$ cat config.mk
export PLATFORM = sky130hd
export DESIGN_NAME = alu_exec_ctrl
export DESIGN_NICKNAME = d
export VERILOG_FILES = /design/src/rtl/alu_exec_ctrl.sv
export SDC_FILE = /design/constraint.sdc
export NUM_CORES = 1
export LEC_CHECK = 0
export ABC_AREA = 0
export CAP_MARGIN = 20
export CORE_ASPECT_RATIO = 1.4
export CORE_MARGIN = 4
export CORE_UTILIZATION = 50
export CTS_CLUSTER_SIZE = 25
export DETAILED_ROUTE_END_ITERATION = 12
export PLACE_DENSITY = 0.79
export SYNTH_ARGS = -nofsm -noshare
export SYNTH_HDL_FRONTEND = slang
export SYNTH_SLANG_ARGS = --single-unit
$ cat constraint.sdc
create_clock -name CLK -period 2.5 [get_ports CLK]
set_input_delay 0.5 -clock CLK [delete_from_list [all_inputs] [get_ports CLK]]
set_output_delay 0.5 -clock CLK [all_outputs]
set_load 0.005 [all_outputs]
$ cat src/rtl/alu_exec_ctrl.sv
// Execute-stage controller for the 8-bit ALU: a 4x8 register file, registered
// operand/opcode drive, write-back of the ALU result and flags, and an LDI bypass.
module alu_exec_ctrl #(
    parameter int NREGS = 4,
    parameter int W     = 8
) (
    input  logic         CLK,
    input  logic         RESET,
    input  logic [15:0]  INSTR,
    input  logic         INSTR_VALID,
    output logic         INSTR_READY,
    output logic [W-1:0] ALU_A,
    output logic [W-1:0] ALU_B,
    output logic [2:0]   ALU_OP,
    input  logic [W-1:0] ALU_Y,
    input  logic         ALU_C,
    input  logic         ALU_N,
    input  logic         ALU_V,
    input  logic         ALU_Z,
    output logic [3:0]   FLAGS,
    output logic         DONE,
    input  logic [1:0]   DBG_SEL,
    output logic [W-1:0] DBG_DATA
);

    typedef enum logic [1:0] {
        IDLE   = 2'd0,
        ISSUE  = 2'd1,
        RETIRE = 2'd2
    } state_t;

    state_t       r_state;
    state_t       w_state_next;

    logic [W-1:0] r_regs [NREGS];
    logic [W-1:0] r_alu_a;
    logic [W-1:0] r_alu_b;
    logic [2:0]   r_alu_op;
    logic [1:0]   r_rd;
    logic [3:0]   r_flags;

    logic         w_ldi;
    logic [2:0]   w_op;
    logic [1:0]   w_rd;
    logic [1:0]   w_ra;
    logic [1:0]   w_rb;
    logic [W-1:0] w_imm;
    logic         w_accept;
    logic         w_wr_en;
    logic [1:0]   w_wr_addr;
    logic [W-1:0] w_wr_data;

    assign w_ldi    = INSTR[15];
    assign w_op     = INSTR[14:12];
    assign w_rd     = INSTR[11:10];
    assign w_ra     = INSTR[9:8];
    assign w_rb     = INSTR[7:6];
    assign w_imm    = INSTR[7:0];
    assign w_accept = (r_state == IDLE) && INSTR_VALID;

    // NOTE: combinational block assigns every output a default first so no latch is inferred.
    always_comb begin
        w_state_next = r_state;
        unique case (r_state)
            IDLE:    if (INSTR_VALID) w_state_next = w_ldi ? RETIRE : ISSUE;
            ISSUE:   w_state_next = RETIRE;
            RETIRE:  w_state_next = IDLE;
            default: w_state_next = IDLE;
        endcase
    end

    // Single register-file write port: LDI at its accept edge, ALU result at the end of ISSUE.
    always_comb begin
        w_wr_en   = 1'b0;
        w_wr_addr = r_rd;
        w_wr_data = ALU_Y;
        if (w_accept && w_ldi) begin
            w_wr_en   = 1'b1;
            w_wr_addr = w_rd;
            w_wr_data = w_imm;
        end else if (r_state == ISSUE) begin
            w_wr_en   = 1'b1;
        end
    end

    // NOTE: sequential state uses non-blocking assignments so every register samples pre-edge values.
    always_ff @(posedge CLK or posedge RESET) begin
        if (RESET) begin
            r_state <= IDLE;
        end else begin
            r_state <= w_state_next;
        end
    end

    // NOTE: the register file is architecturally visible and must read zero after reset, so it is reset.
    always_ff @(posedge CLK or posedge RESET) begin
        if (RESET) begin
            for (int i = 0; i < NREGS; i++) begin
                r_regs[i] <= '0;
            end
        end else if (w_wr_en) begin
            r_regs[w_wr_addr] <= w_wr_data;
        end
    end

    // Operands are captured at the accept edge, so a destination that aliases a source reads the old value.
    always_ff @(posedge CLK or posedge RESET) begin
        if (RESET) begin
            r_alu_a  <= '0;
            r_alu_b  <= '0;
            r_alu_op <= '0;
            r_rd     <= '0;
        end else if (w_accept && !w_ldi) begin
            r_alu_a  <= r_regs[w_ra];
            r_alu_b  <= r_regs[w_rb];
            r_alu_op <= w_op;
            r_rd     <= w_rd;
        end
    end

    always_ff @(posedge CLK or posedge RESET) begin
        if (RESET) begin
            r_flags <= '0;
        end else if (r_state == ISSUE) begin
            r_flags <= {ALU_Z, ALU_V, ALU_N, ALU_C};
        end
    end

    assign INSTR_READY = (r_state == IDLE);
    assign DONE        = (r_state == RETIRE);
    assign ALU_A       = r_alu_a;
    assign ALU_B       = r_alu_b;
    assign ALU_OP      = r_alu_op;
    assign FLAGS       = r_flags;
    assign DBG_DATA    = r_regs[DBG_SEL];

endmodule

* Word level (Yosys, flattened, before mapping)
Index checks and enable logic that the tools add are counted.
** Word-level totals
- Bits in registers :: 59
- Latch bits :: 0
- RAM bits :: 0
- Bits in read-only memories :: 0
- Input port bits :: 33
- Output and inout port bits :: 33
- Logic and storage cells :: 47
- Memories :: 0
** Operators by class
- $add $sub $neg :: 0
- Multiply operators :: 0
- Div/mod/pow operators :: 0
- Magnitude comparators :: 5
- Eq/ne operators :: 3
- Shift operators :: 0
- Multiplexer cells :: 19
- Bitwise logic cells :: 4
- Reduce and logical (&&, ||, !) cells :: 6
** Operators by type and width (count)
- $mux 8 :: 8
- $bmux 8 s2 :: 3
- $bwmux 32 :: 1
- $demux 8 s2 :: 1
- $ge 3x3->1 const B :: 4
- $not 2->3 :: 4
- $mux 2 :: 3
- $logic_and 1x1->1 :: 4
- $pmux 2 s2 :: 1
- $lt 3x1->1 const B :: 1
- $eq 2x1->1 const B :: 1
- $eq 2x2->1 const B :: 1
- $logic_not 2->1 :: 1
- $mux 1 :: 2
- $ne 2x2->1 const B :: 1
- $logic_not 1->1 :: 1

* Longest topological paths before layout
Gate-level depths: netlist (run 1).
- Depth after elaboration :: 10
- Mapped depth :: 7
- Mapped depth without buffers :: 4

* Worst setup path before layout (run 1)
No wires, ideal clock.
- Path kind :: register to register
- Start point :: register r_state[1]
- End point :: register r_regs[0] (netlist name)
- Arrival time :: 1.839 ns
- Required time :: 2.375 ns
- Path slack :: 0.536 ns
- Cell stages (with the launch flop) :: 8
- Path buffers :: 3
- Clock period less this slack :: 1.964 ns
- Cell sequence :: dfrtp_1 -> buf_4 -> and4bb_2 -> buf_6 -> mux2i_4 -> nand2b_1 -> buf_2 -> mux2_2
** Between the ends
- Cells in the longest elaborated chain, start to end :: 10
** Ends and longest elaborated chain
- from (decl) :: line 32 : state_t r_state;
- from (signal assigned) :: line 91 : r_state <= w_state_next;
- $logic_not 2->1 :: line 59 : assign w_accept = (r_state == IDLE) && INSTR_VALID;
- $logic_and 1x1->1 :: line 59
- $logic_and 1x1->1 :: line 77 : if (w_accept && w_ldi) begin
- $mux 2 :: line 77
- $not 2->3 (not written as such) :: line 102 : r_regs[w_wr_addr] <= w_wr_data;
- $ge 3x3->1 (not written as such) or $lt 3x1->1 (tied branches) :: line 102
- $logic_and 1x1->1 (not written as such) :: line 102
- $mux 8 (not written as such) :: line 102
- $demux 8 s2 :: line 102
- $bwmux 32 :: line 102
- to (signal, indexed assignment) :: line 102
- to (decl) :: line 35 : logic [W-1:0] r_regs [NREGS];
Several ways; a longest one is shown, not always the timed one.
A chain may end at the register's enable or synchronous reset.

* Worst setup path in the final report (run 1)
- Start point :: input DBG_SEL[1]
- End point :: output DBG_DATA[6]
** Between the ends
- Cells in the longest elaborated chain, start to end :: 4
** Ends and longest elaborated chain
- from (decl) :: line 22 : input logic [1:0] DBG_SEL,
- $not 2->3 (not written as such) :: line 135 : assign DBG_DATA = r_regs[DBG_SEL];
- $bmux 8 s2 :: line 135
- $mux 8 (not written as such) (2 in series) :: line 135
- to (decl) :: line 23 : output logic [W-1:0] DBG_DATA
Every way passes these cells. The select of a mux whose other input is x is not followed.

==> results of run 1 <==
-- path summary, 6_finish.rpt --
| check | cells after the start | startpoint | to |
|---|---|---|---|
| min in group asynchronous | 2 | RESET | ALU_A[3]$_DFFE_PP0P_ |
| max reg2reg | 4 | r_state[1]$_DFFE_PP0P_ | r_regs[14]$_DFFE_PP0P_ |
| min | 1 | ALU_OP[0]$_DFFE_PP0P_ | ALU_OP[0]$_DFFE_PP0P_ |
| min reg2reg | 1 | ALU_OP[0]$_DFFE_PP0P_ | ALU_OP[0]$_DFFE_PP0P_ |
| max in group asynchronous | 3 | RESET | r_regs[30]$_DFFE_PP0P_ |
| max | 4 | DBG_SEL[1] | DBG_DATA[6] |
-- sequential cells by signal, summed over array words and instances (netlist names) --
register	flops
ALU_A	8
ALU_B	8
ALU_OP	3
FLAGS	4
r_rd	2
r_regs	32
r_state	2
-- final cells by class --
type	instances	area, um2	area share, %
inverter	2	7.51	0.190
multi-input combinational	107	1430	36.0
tap	68	85.1	2.15
clock buffer	13	169	4.27
sequential	59	1480	37.3
timing repair buffer	81	785	19.8
clock inverter	2	10.0	0.253
-- layer usage --
layer,track usage [%],routed length [um],part of all wire [%],up-vias
met3,4.69,344,5.5,12
met2,30.5,3160,50,55
li1,-,-,-,848
met5,0,0,0,-
met1,25.9,2650,42,951
met4,6.82,125,2.0,0
-- cells by family (layout without fill, tap and decap cells) --
group / count (synthesis) / in the layout / share of synthesized area [%]
compound gates: 4 / 4 / 0.845
buf+inv: 14 / 98 / 2.32
flops: 59 / 59 / 49.9
mux: 89 / 89 / 43.3
simple gates: 14 / 14 / 3.63
-- power by group through the flow --
stage                     Sequential [W]  Combinational, W  Clock (W)
after floorplan                  0.00164          0.000849          0
after global placement           0.00169           0.00148          0
after detailed placement         0.00171           0.00151          0
after CTS                        0.00170           0.00147   0.000798
after global routing             0.00177           0.00156   0.000848
final                            0.00170           0.00144   0.000779
-- worst max-delay path, stage by stage --
cell             delay [ns]
clkdlybuf4s50_1        0.52
buf_4                  0.21
mux4_2                 0.32
dlygate4sd2_1          0.28
-- through the flow --
step	TNS (ns)	instance area [um2]	hold WS (ns)
after floorplan	0	2960	0.483
after global placement	-0.907	3770	0.469
after detailed placement	-0.880	3770	0.478
after CTS	0	3960	0.493
after global routing	0	3960	0.507
final	0	3960	0.490
-- layout by cell type (no fill, tap or decap), types with 2 or more instances in the layout --
cell type	instances
clkinv_2	2
clkbuf_8	12
nor2_1	3
nor2b_1	2
a21oi_1	2
mux2_2	63
buf_12	2
clkdlybuf4s50_1	56
nand2_1	3
mux4_2	24
dfrtp_1	59
buf_4	14
dlygate4sd2_1	9
-- repair_timing --
action,CTS,global route
resized for setup,9,0
setup endpoints to repair,8,0
setup buffers,2,0
==> flow_summary.yaml, run 1 <==
synthesis:
  synth_seq_area_share_pct: 49.9
  synth_edf_count: 0
  async_flop_share_pct: 100
  synthTopCellsByCount: "mux2_2 (63), dfrtp_1 (59), mux4_2 (24)"
  synthesis.area_um2: 2960
  post-synth-top-area-fraction_pct: 49.9
  post_synth.cell_area_avg_um2: 16.5
  synth-warning-count: 0
  postSynthCellCount: 180
  synth.top_cells.by_area: "dfrtp_1 (50%), mux2_2 (24%), mux4_2 (18%)"
  distinct_cell_type_count_after_synthesis: 22
  yosys.cell_count.top_type: "mux2_2"
  yosys_top_cell_by_area: "dfrtp_1"
  yosys_most_used_dff: "dfrtp_1"
  register_bit_total_from_synthesis: 59
  mapped_nets: 213
setup_path:
  cp.required_ns: 2.00
  worst-path-max-fanout: 7
  cp-start-kind: "primary input"
  worst_setup_path_end_kind: "output pin"
  critPathKind: "in2out"
  critical_path_arrival_ns: 1.83
  regToRegSetupSlack_ns: 0.44
floorplan:
  floorplan.initialDensity_pct: 52.5
  fp.dieH_um: 99.1
  num_rows: 32
  fp.coreArea_um2: 5650
  chipWidth_um: 73.0
  dieArea_um2: 7240
  design.portCount: 66
global_route:
  first_global_vias: 2020
  gr-total-overflow: 0
  grt_first_pass_wirelength_um: 10300
  largest_net_degree_at_the_start_of_global_routing: 39
  initial_antenna_violation_count: 0
  grtUsageTotal_pct: 19.4
sta:
  timing.clock.skew_ns: 0.00935
  fmax_mhz: 430
  slew_viol_final: 0
  layout_worst_path_cycle_share_pct: 93.1
  final.setup.worst_slack_ns: 0.173
  worst_pin_slew_ns: 0.493
  fin_crit_ns: 2.33
  timing_hold_violations_final: 0
  rsz_0062_raised_after_global_routing: "no"
  slew-limit-headroom_pct: 67.1
  finalSetupViolCount: 0
layout:
  num-fill-cells: 410
  drive_gt1_share_pct: 46.6
  design.final.nets: 293
  instances_no_fill: 332
  finalCoreUtilization_pct: 70.1
  n_antenna_cell: 0
  syn_to_layout_area_delta_pct: 33.6
clock_network:
  cts-hold-fix-buffers: 0
  clock_root_buffer: "clkbuf_8"
  cts_htree_levels: 3
  cts.clk_slew.worst_paths_ns: 0.07
  count_of_clock_tree_sinks: 59
  clock_tree_from_tritoncts: "done"
  cts_made_buffers: 9
  clk-insertion-delay-late_ns: 0.33
  buffers_from_clock_root_to_sink_at_most: 2
placed_design:
  numPortBuffers: 65
  placement.setup.worst_slack_ns: -0.130
  place_inst: 315
  place_congestion: 0.774
  hpwl_um: 4430
status:
  outcome: "finished clean"
pwr:
  static_power_due_to_leakage_nw: 1.63
  sw_frac_of_total_pct: 26.9
  netSwitchingPower_w: 0.00105
  ir_drop_mv: 0.598
  intPower_w: 0.00287
  powerDensity_nw_per_um2: 991
  total_power_w: 0.00392
  p_seq_share_pct: 43.4
  clock_power_share_pct: 19.9
  share_comb_of_total_power_pct: 36.7
job:
  maxCapViolCount: 0
detailed_routing:
  totalWireLength_um: 6280
  per_cell_routed_wire_length_um: 18.9
  drt_iter0_markers: 74
  route.vias.total: 1866
  route.detailed.drc: 0
  drtAntennaViolNets: 0
  drt_pass1_iterations: 4
  via_per_inst: 5.62
worst_hold_path:
  worstHoldPathType: "reg2reg"
Note: power is estimated with default switching activity, not from simulation.
==> run 2, diff against run 1 <==
Settings changed: CTS_BUF_LIST set to sky130_fd_sc_hd__clkbuf_4 sky130_fd_sc_hd__clkbuf_8 sky130_fd_sc_hd__clkbuf_16.
Clock period 2.5 ns to 2.6 ns, I/O delays scaled along.
==> flow_summary.yaml, run 2 (synthesis gave the netlist of run 1 again) <==
status:
  outcome: "finished clean"
floorplan:
  floorplan.initialDensity_pct: 52.5
  design.portCount: 66
  fp.coreArea_um2: 5650
  num_rows: 32
  fp.dieH_um: 99.1
  chipWidth_um: 73.0
  dieArea_um2: 7240
placed_design:
  place_congestion: 0.780
  placement.setup.worst_slack_ns: -0.0770
  dpl-instance-area_um2: 3770
  hpwl_um: 4420
  numPortBuffers: 65
sta:
  slew_viol_final: 0
  layout_worst_path_cycle_share_pct: 97.8
  finalSetupViolCount: 0
  final.setup.worst_slack_ns: 0.0565
  timing_hold_violations_final: 0
  worst_pin_slew_ns: 0.476
  slew-limit-headroom_pct: 68.2
  timing.clock.skew_ns: 0.00750
  fin_crit_ns: 2.54
  worst_hold_slack_ns: 0.490
  rsz_0062_raised_after_global_routing: "no"
  fmax_mhz: 393
pwr:
  ir_drop_mv: 0.616
  clock_power_share_pct: 21.1
  powerDensity_nw_per_um2: 970
  intPower_w: 0.00282
  share_comb_of_total_power_pct: 36.3
  static_power_due_to_leakage_nw: 1.62
  p_seq_share_pct: 42.6
  netSwitchingPower_w: 0.00102
  sw_frac_of_total_pct: 26.6
clock_network:
  cts_made_buffers: 9
  count_of_clock_tree_sinks: 59
  cts.clk_slew.worst_paths_ns: 0.06
  clock_root_buffer: "clkbuf_8"
  buffers_from_clock_root_to_sink_at_most: 2
  clock_tree_from_tritoncts: "done"
  clk-insertion-delay-late_ns: 0.33
  cts_htree_levels: 3
layout:
  design.final.nets: 290
  layout.cell_area.non_filler_um2: 3960
  leading_cell_types_in_the_layout_fill_and_taps_excluded: "mux2_2 (63), dfrtp_1 (59), clkdlybuf4s50_1 (58)"
  syn_to_layout_area_delta_pct: 33.6
  largest_register_ffs: 32
  regMostFlops: "r_regs"
  most_common_cell_after_layout_fill_and_taps_aside: "mux2_2"
  drive_gt1_share_pct: 46.6
  n_antenna_cell: 0
  num-fill-cells: 398
worst_hold_path:
  worstHoldPathType: "reg2reg"
  hold_path_origin: "ALU_OP[0]$_DFFE_PP0P_"
global_route:
  gr-total-overflow: 0
  initial_antenna_violation_count: 0
  grt_first_pass_wirelength_um: 10300
  grtUsageTotal_pct: 19.6
  first_global_vias: 2021
  largest_net_degree_at_the_start_of_global_routing: 42
setup_path:
  critical_path_buf_inv_count: 2
  cpPeakStageDelay_ns: 0.52
  worst_path_dominant_cell_family: "buffers and inverters"
  cp.required_ns: 2.08
  critPathKind: "in2out"
  worstReg2RegStart: "r_state[1]$_DFFE_PP0P_"
  timing.critical_path.from: "DBG_SEL[1]"
  worst_setup_path_end_kind: "output pin"
  path_cells: "clkdlybuf4s50_1 -> mux4_2 -> clkdlybuf4s50_1"
  cp-start-kind: "primary input"
  critical_path_arrival_ns: 2.02
  worst_path_max_delay_cell: "clkdlybuf4s50_1"
  critPathMostFrequentCell: "clkdlybuf4s50_1"
  worst-path-max-fanout: 2
detailed_routing:
  totalWireLength_um: 6270
  route.detailed.drc: 0
  drtAntennaViolNets: 0
  route.vias.total: 1878
  drt_iter0_markers: 86
  per_cell_routed_wire_length_um: 19.0
  drt_pass1_iterations: 4
  via_per_inst: 5.69
job:
  maxCapViolCount: 0
-- run 2: worst register-to-register path, cell delays in order, from the launching register on --
cell      delay, ns
dfrtp_1        0.51
and4bb_2       0.42
mux2i_4        0.31
nand2_1        0.35
mux2_2         0.39
-- run 2: power by group through the flow --
stage | Combinational (W) | Sequential, W | Clock (W)
after floorplan | 0.000816 | 0.00158 | 0
after global placement | 0.00143 | 0.00163 | 0
after detailed placement | 0.00146 | 0.00165 | 0
after CTS | 0.00142 | 0.00164 | 0.000828
after global routing | 0.00150 | 0.00170 | 0.000878
final | 0.00139 | 0.00164 | 0.000810
-- run 2: through the flow --
stage                     setup TNS (ns)  utilization, %  cells  total power, W
after floorplan                        0               -    180         0.00240
after global placement            -0.466            66.7    314         0.00305
after detailed placement          -0.427            66.7    314         0.00311
after CTS                              0            70.1    330         0.00388
after global routing                   0            70.1    330         0.00408
final                                  0            70.1    330         0.00384
-- run 2: worst paths after layout --
kind | to | slack (ns) | cells past startpoint
max in group asynchronous | r_regs[14]$_DFFE_PP0P_ | 1.53 | 3
worst max register to register | r_regs[8]$_DFFE_PP0P_ | 0.51 | 4
worst min-delay path | ALU_OP[0]$_DFFE_PP0P_ | 0.49 | 1
min in group asynchronous | ALU_B[3]$_DFFE_PP0P_ | 0.50 | 2
worst min register to register | ALU_OP[0]$_DFFE_PP0P_ | 0.49 | 1
worst max-delay path | DBG_DATA[5] | 0.06 | 3
-- run 2: per-layer routing --
| layer | wire, um | global-route usage [%] |
|---|---|---|
| met4 | 139 | 9.80 |
| met5 | 0 | 0 |
| met3 | 337 | 2.86 |
| met1 | 2590 | 26.2 |
| met2 | 3200 | 30.8 |
-- run 2: final cells by class --
cell class	instances	area, um2	area share (%)
clock buffer	15	194	4.90
timing repair buffer	78	764	19.3
sequential	59	1480	37.3
inverter	2	7.51	0.190
multi-input combinational	107	1430	36.0
tap	68	85.1	2.15
clock inverter	1	5.00	0.126
-- run 2: timing repair --
action	CTS	global route
setup endpoints to repair	7	0
resized for setup	7	0
hold buffers	0	0
setup buffers	0	0
endpoints found under the hold margin	0	0
==> run 3, diff against run 2 <==
--- a/config.mk
+++ b/config.mk
@@ -14,5 +14,7 @@
 export CTS_CLUSTER_SIZE = 25
 export DETAILED_ROUTE_END_ITERATION = 12
+export MAX_ROUTING_LAYER = met4
 export PLACE_DENSITY = 0.79
+export SKIP_LAST_GASP = 1
 export SYNTH_ARGS = -nofsm -noshare
 export SYNTH_HDL_FRONTEND = slang
==> constraint.sdc (replaced) <==
create_clock -name CLK -period 2.6 [get_ports CLK]
set_input_delay 0.52 -clock CLK [delete_from_list [all_inputs] [get_ports CLK]]
set_output_delay 0.52 -clock CLK [all_outputs]
set_load 0.01 [all_outputs]
==> flow_summary.yaml, run 3 (synthesis gave the netlist of run 1 again) <==
status:
  outcome: "finished clean"
clock_network:
  cts-hold-fix-buffers: 0
  cts.clk_slew.worst_paths_ns: 0.07
  clk-insertion-delay-late_ns: 0.34
  clock_tree_from_tritoncts: "done"
  buffers_from_clock_root_to_sink_at_most: 2
  cts_made_buffers: 9
  post-cts-setup-buffer-count: 0
  count_of_clock_tree_sinks: 59
  clock_root_buffer: "clkbuf_8"
  cts_htree_levels: 3
sta:
  setup_tns_ns: 0
  layout_worst_path_cycle_share_pct: 99.3
  worst_hold_slack_ns: 0.493
  final.setup.worst_slack_ns: 0.0183
  worst_pin_slew_ns: 0.471
  timing.clock.skew_ns: 0.00715
  slew-limit-headroom_pct: 68.5
  finalSetupViolCount: 0
  slew_viol_final: 0
  fmax_mhz: 387
  fin_crit_ns: 2.58
  timing_hold_violations_final: 0
  rsz_0062_raised_after_global_routing: "no"
layout:
  largest_register_ffs: 32
  syn_to_layout_area_delta_pct: 35.2
  drive_gt1_share_pct: 46.6
  finalCoreUtilization_pct: 70.9
  layout.cell_area.non_filler_um2: 4010
  regMostFlops: "r_regs"
  most_common_cell_after_layout_fill_and_taps_aside: "mux2_2"
  design.final.nets: 290
  num-fill-cells: 399
  n_antenna_cell: 0
  leading_cell_types_in_the_layout_fill_and_taps_excluded: "mux2_2 (63), dfrtp_1 (59), clkdlybuf4s50_1 (58)"
placed_design:
  hpwl_um: 4470
  place_congestion: 0.780
  numPortBuffers: 65
  placement.setup.worst_slack_ns: -0.102
  dpl-instance-area_um2: 3770
pwr:
  intPower_w: 0.00299
  clock_power_share_pct: 24.6
  ir_drop_mv: 0.611
  p_seq_share_pct: 39.7
  netSwitchingPower_w: 0.00113
  share_comb_of_total_power_pct: 35.8
  powerDensity_nw_per_um2: 1030
  sw_frac_of_total_pct: 27.4
  static_power_due_to_leakage_nw: 1.64
global_route:
  first_global_vias: 2075
  largest_net_degree_at_the_start_of_global_routing: 42
  initial_antenna_violation_count: 0
  grtUsageTotal_pct: 20.4
  grt_first_pass_wirelength_um: 10500
  gr-total-overflow: 0
job:
  maxCapViolCount: 0
detailed_routing:
  totalWireLength_um: 6400
  route.detailed.drc: 0
  drt_pass1_iterations: 4
  drt_iter0_markers: 76
  via_per_inst: 5.78
  route.vias.total: 1906
  per_cell_routed_wire_length_um: 19.4
  drtAntennaViolNets: 0
setup_path:
  cp.required_ns: 2.08
  critPathKind: "in2out"
  worst-path-max-fanout: 2
  critical_path_arrival_ns: 2.06
  worst_setup_path_end_kind: "output pin"
  cp-start-kind: "primary input"
floorplan:
  design.portCount: 66
  chipWidth_um: 73.0
  floorplan.initialDensity_pct: 52.5
  num_rows: 32
  fp.coreArea_um2: 5650
  fp.dieH_um: 99.1
  dieArea_um2: 7240
worst_hold_path:
  worstHoldPathType: "reg2reg"
## run 3: changes by cell type in the layout (fill, tap and decap cells not counted), sizes merged
cell	previous run	this run
bufinv	0	2
clkbuf	15	13
clkinv	1	0
clkinvlp	0	1
## run 3: critical path, cell delays in order
cell             delay (ns)
clkdlybuf4s50_1        0.52
mux4_2                 0.52
clkdlybuf4s50_1        0.49
## run 3: metrics by stage
step	cells	power [W]
2_1_floorplan	180	0.00249
3_3_place_gp	314	0.00315
3_5_place_dp	314	0.00320
4_1_cts	330	0.00417
5_1_grt	330	0.00436
6_report	330	0.00412
## run 3: path summary, 6_finish.rpt
path,startpoint,to,slack (ns),cells past startpoint
hold reg to reg,ALU_OP[0]$_DFFE_PP0P_,ALU_OP[0]$_DFFE_PP0P_,0.49,1
min in group asynchronous,RESET,ALU_B[3]$_DFFE_PP0P_,0.51,2
setup / recovery,DBG_SEL[1],DBG_DATA[5],0.02,3
setup reg to reg,r_state[1]$_DFFE_PP0P_,r_regs[8]$_DFFE_PP0P_,0.51,4
max in group asynchronous,RESET,ALU_B[6]$_DFFE_PP0P_,1.53,3
hold / removal,ALU_OP[0]$_DFFE_PP0P_,ALU_OP[0]$_DFFE_PP0P_,0.49,1
## run 3: power groups by stage
stage | registers [W] | logic, W | clock network, W
after detailed placement | 0.00166 | 0.00154 | 0
after floorplan | 0.00164 | 0.000846 | 0
after CTS | 0.00164 | 0.00150 | 0.00103
final | 0.00164 | 0.00147 | 0.00101
after global placement | 0.00163 | 0.00152 | 0
after global routing | 0.00170 | 0.00159 | 0.00108
## run 3: per-layer routing
layer	vias to the layer above	GRT usage [%]	wire, um
li1	843	-	-
met1	995	25.1	2600
met2	60	32.7	3340
met3	8	5.71	361
met4	0	5.97	95
met5	-	-	0
## run 3: timing repair
item                                    4_1_cts  5_1_grt
endpoints found under the setup margin        7        0
resized for setup                             7        0
endpoints found under the hold margin         0        0
## run 3: layout make-up
cell class / count / area, um2 / area share [%]
tap: 68 / 85.1 / 2.12
timing repair buffer: 78 / 764 / 19.1
clock inverter: 3 / 67.6 / 1.69
inverter: 2 / 7.51 / 0.187
multi-input combinational: 107 / 1430 / 35.6
clock buffer: 13 / 179 / 4.47
sequential: 59 / 1480 / 36.9
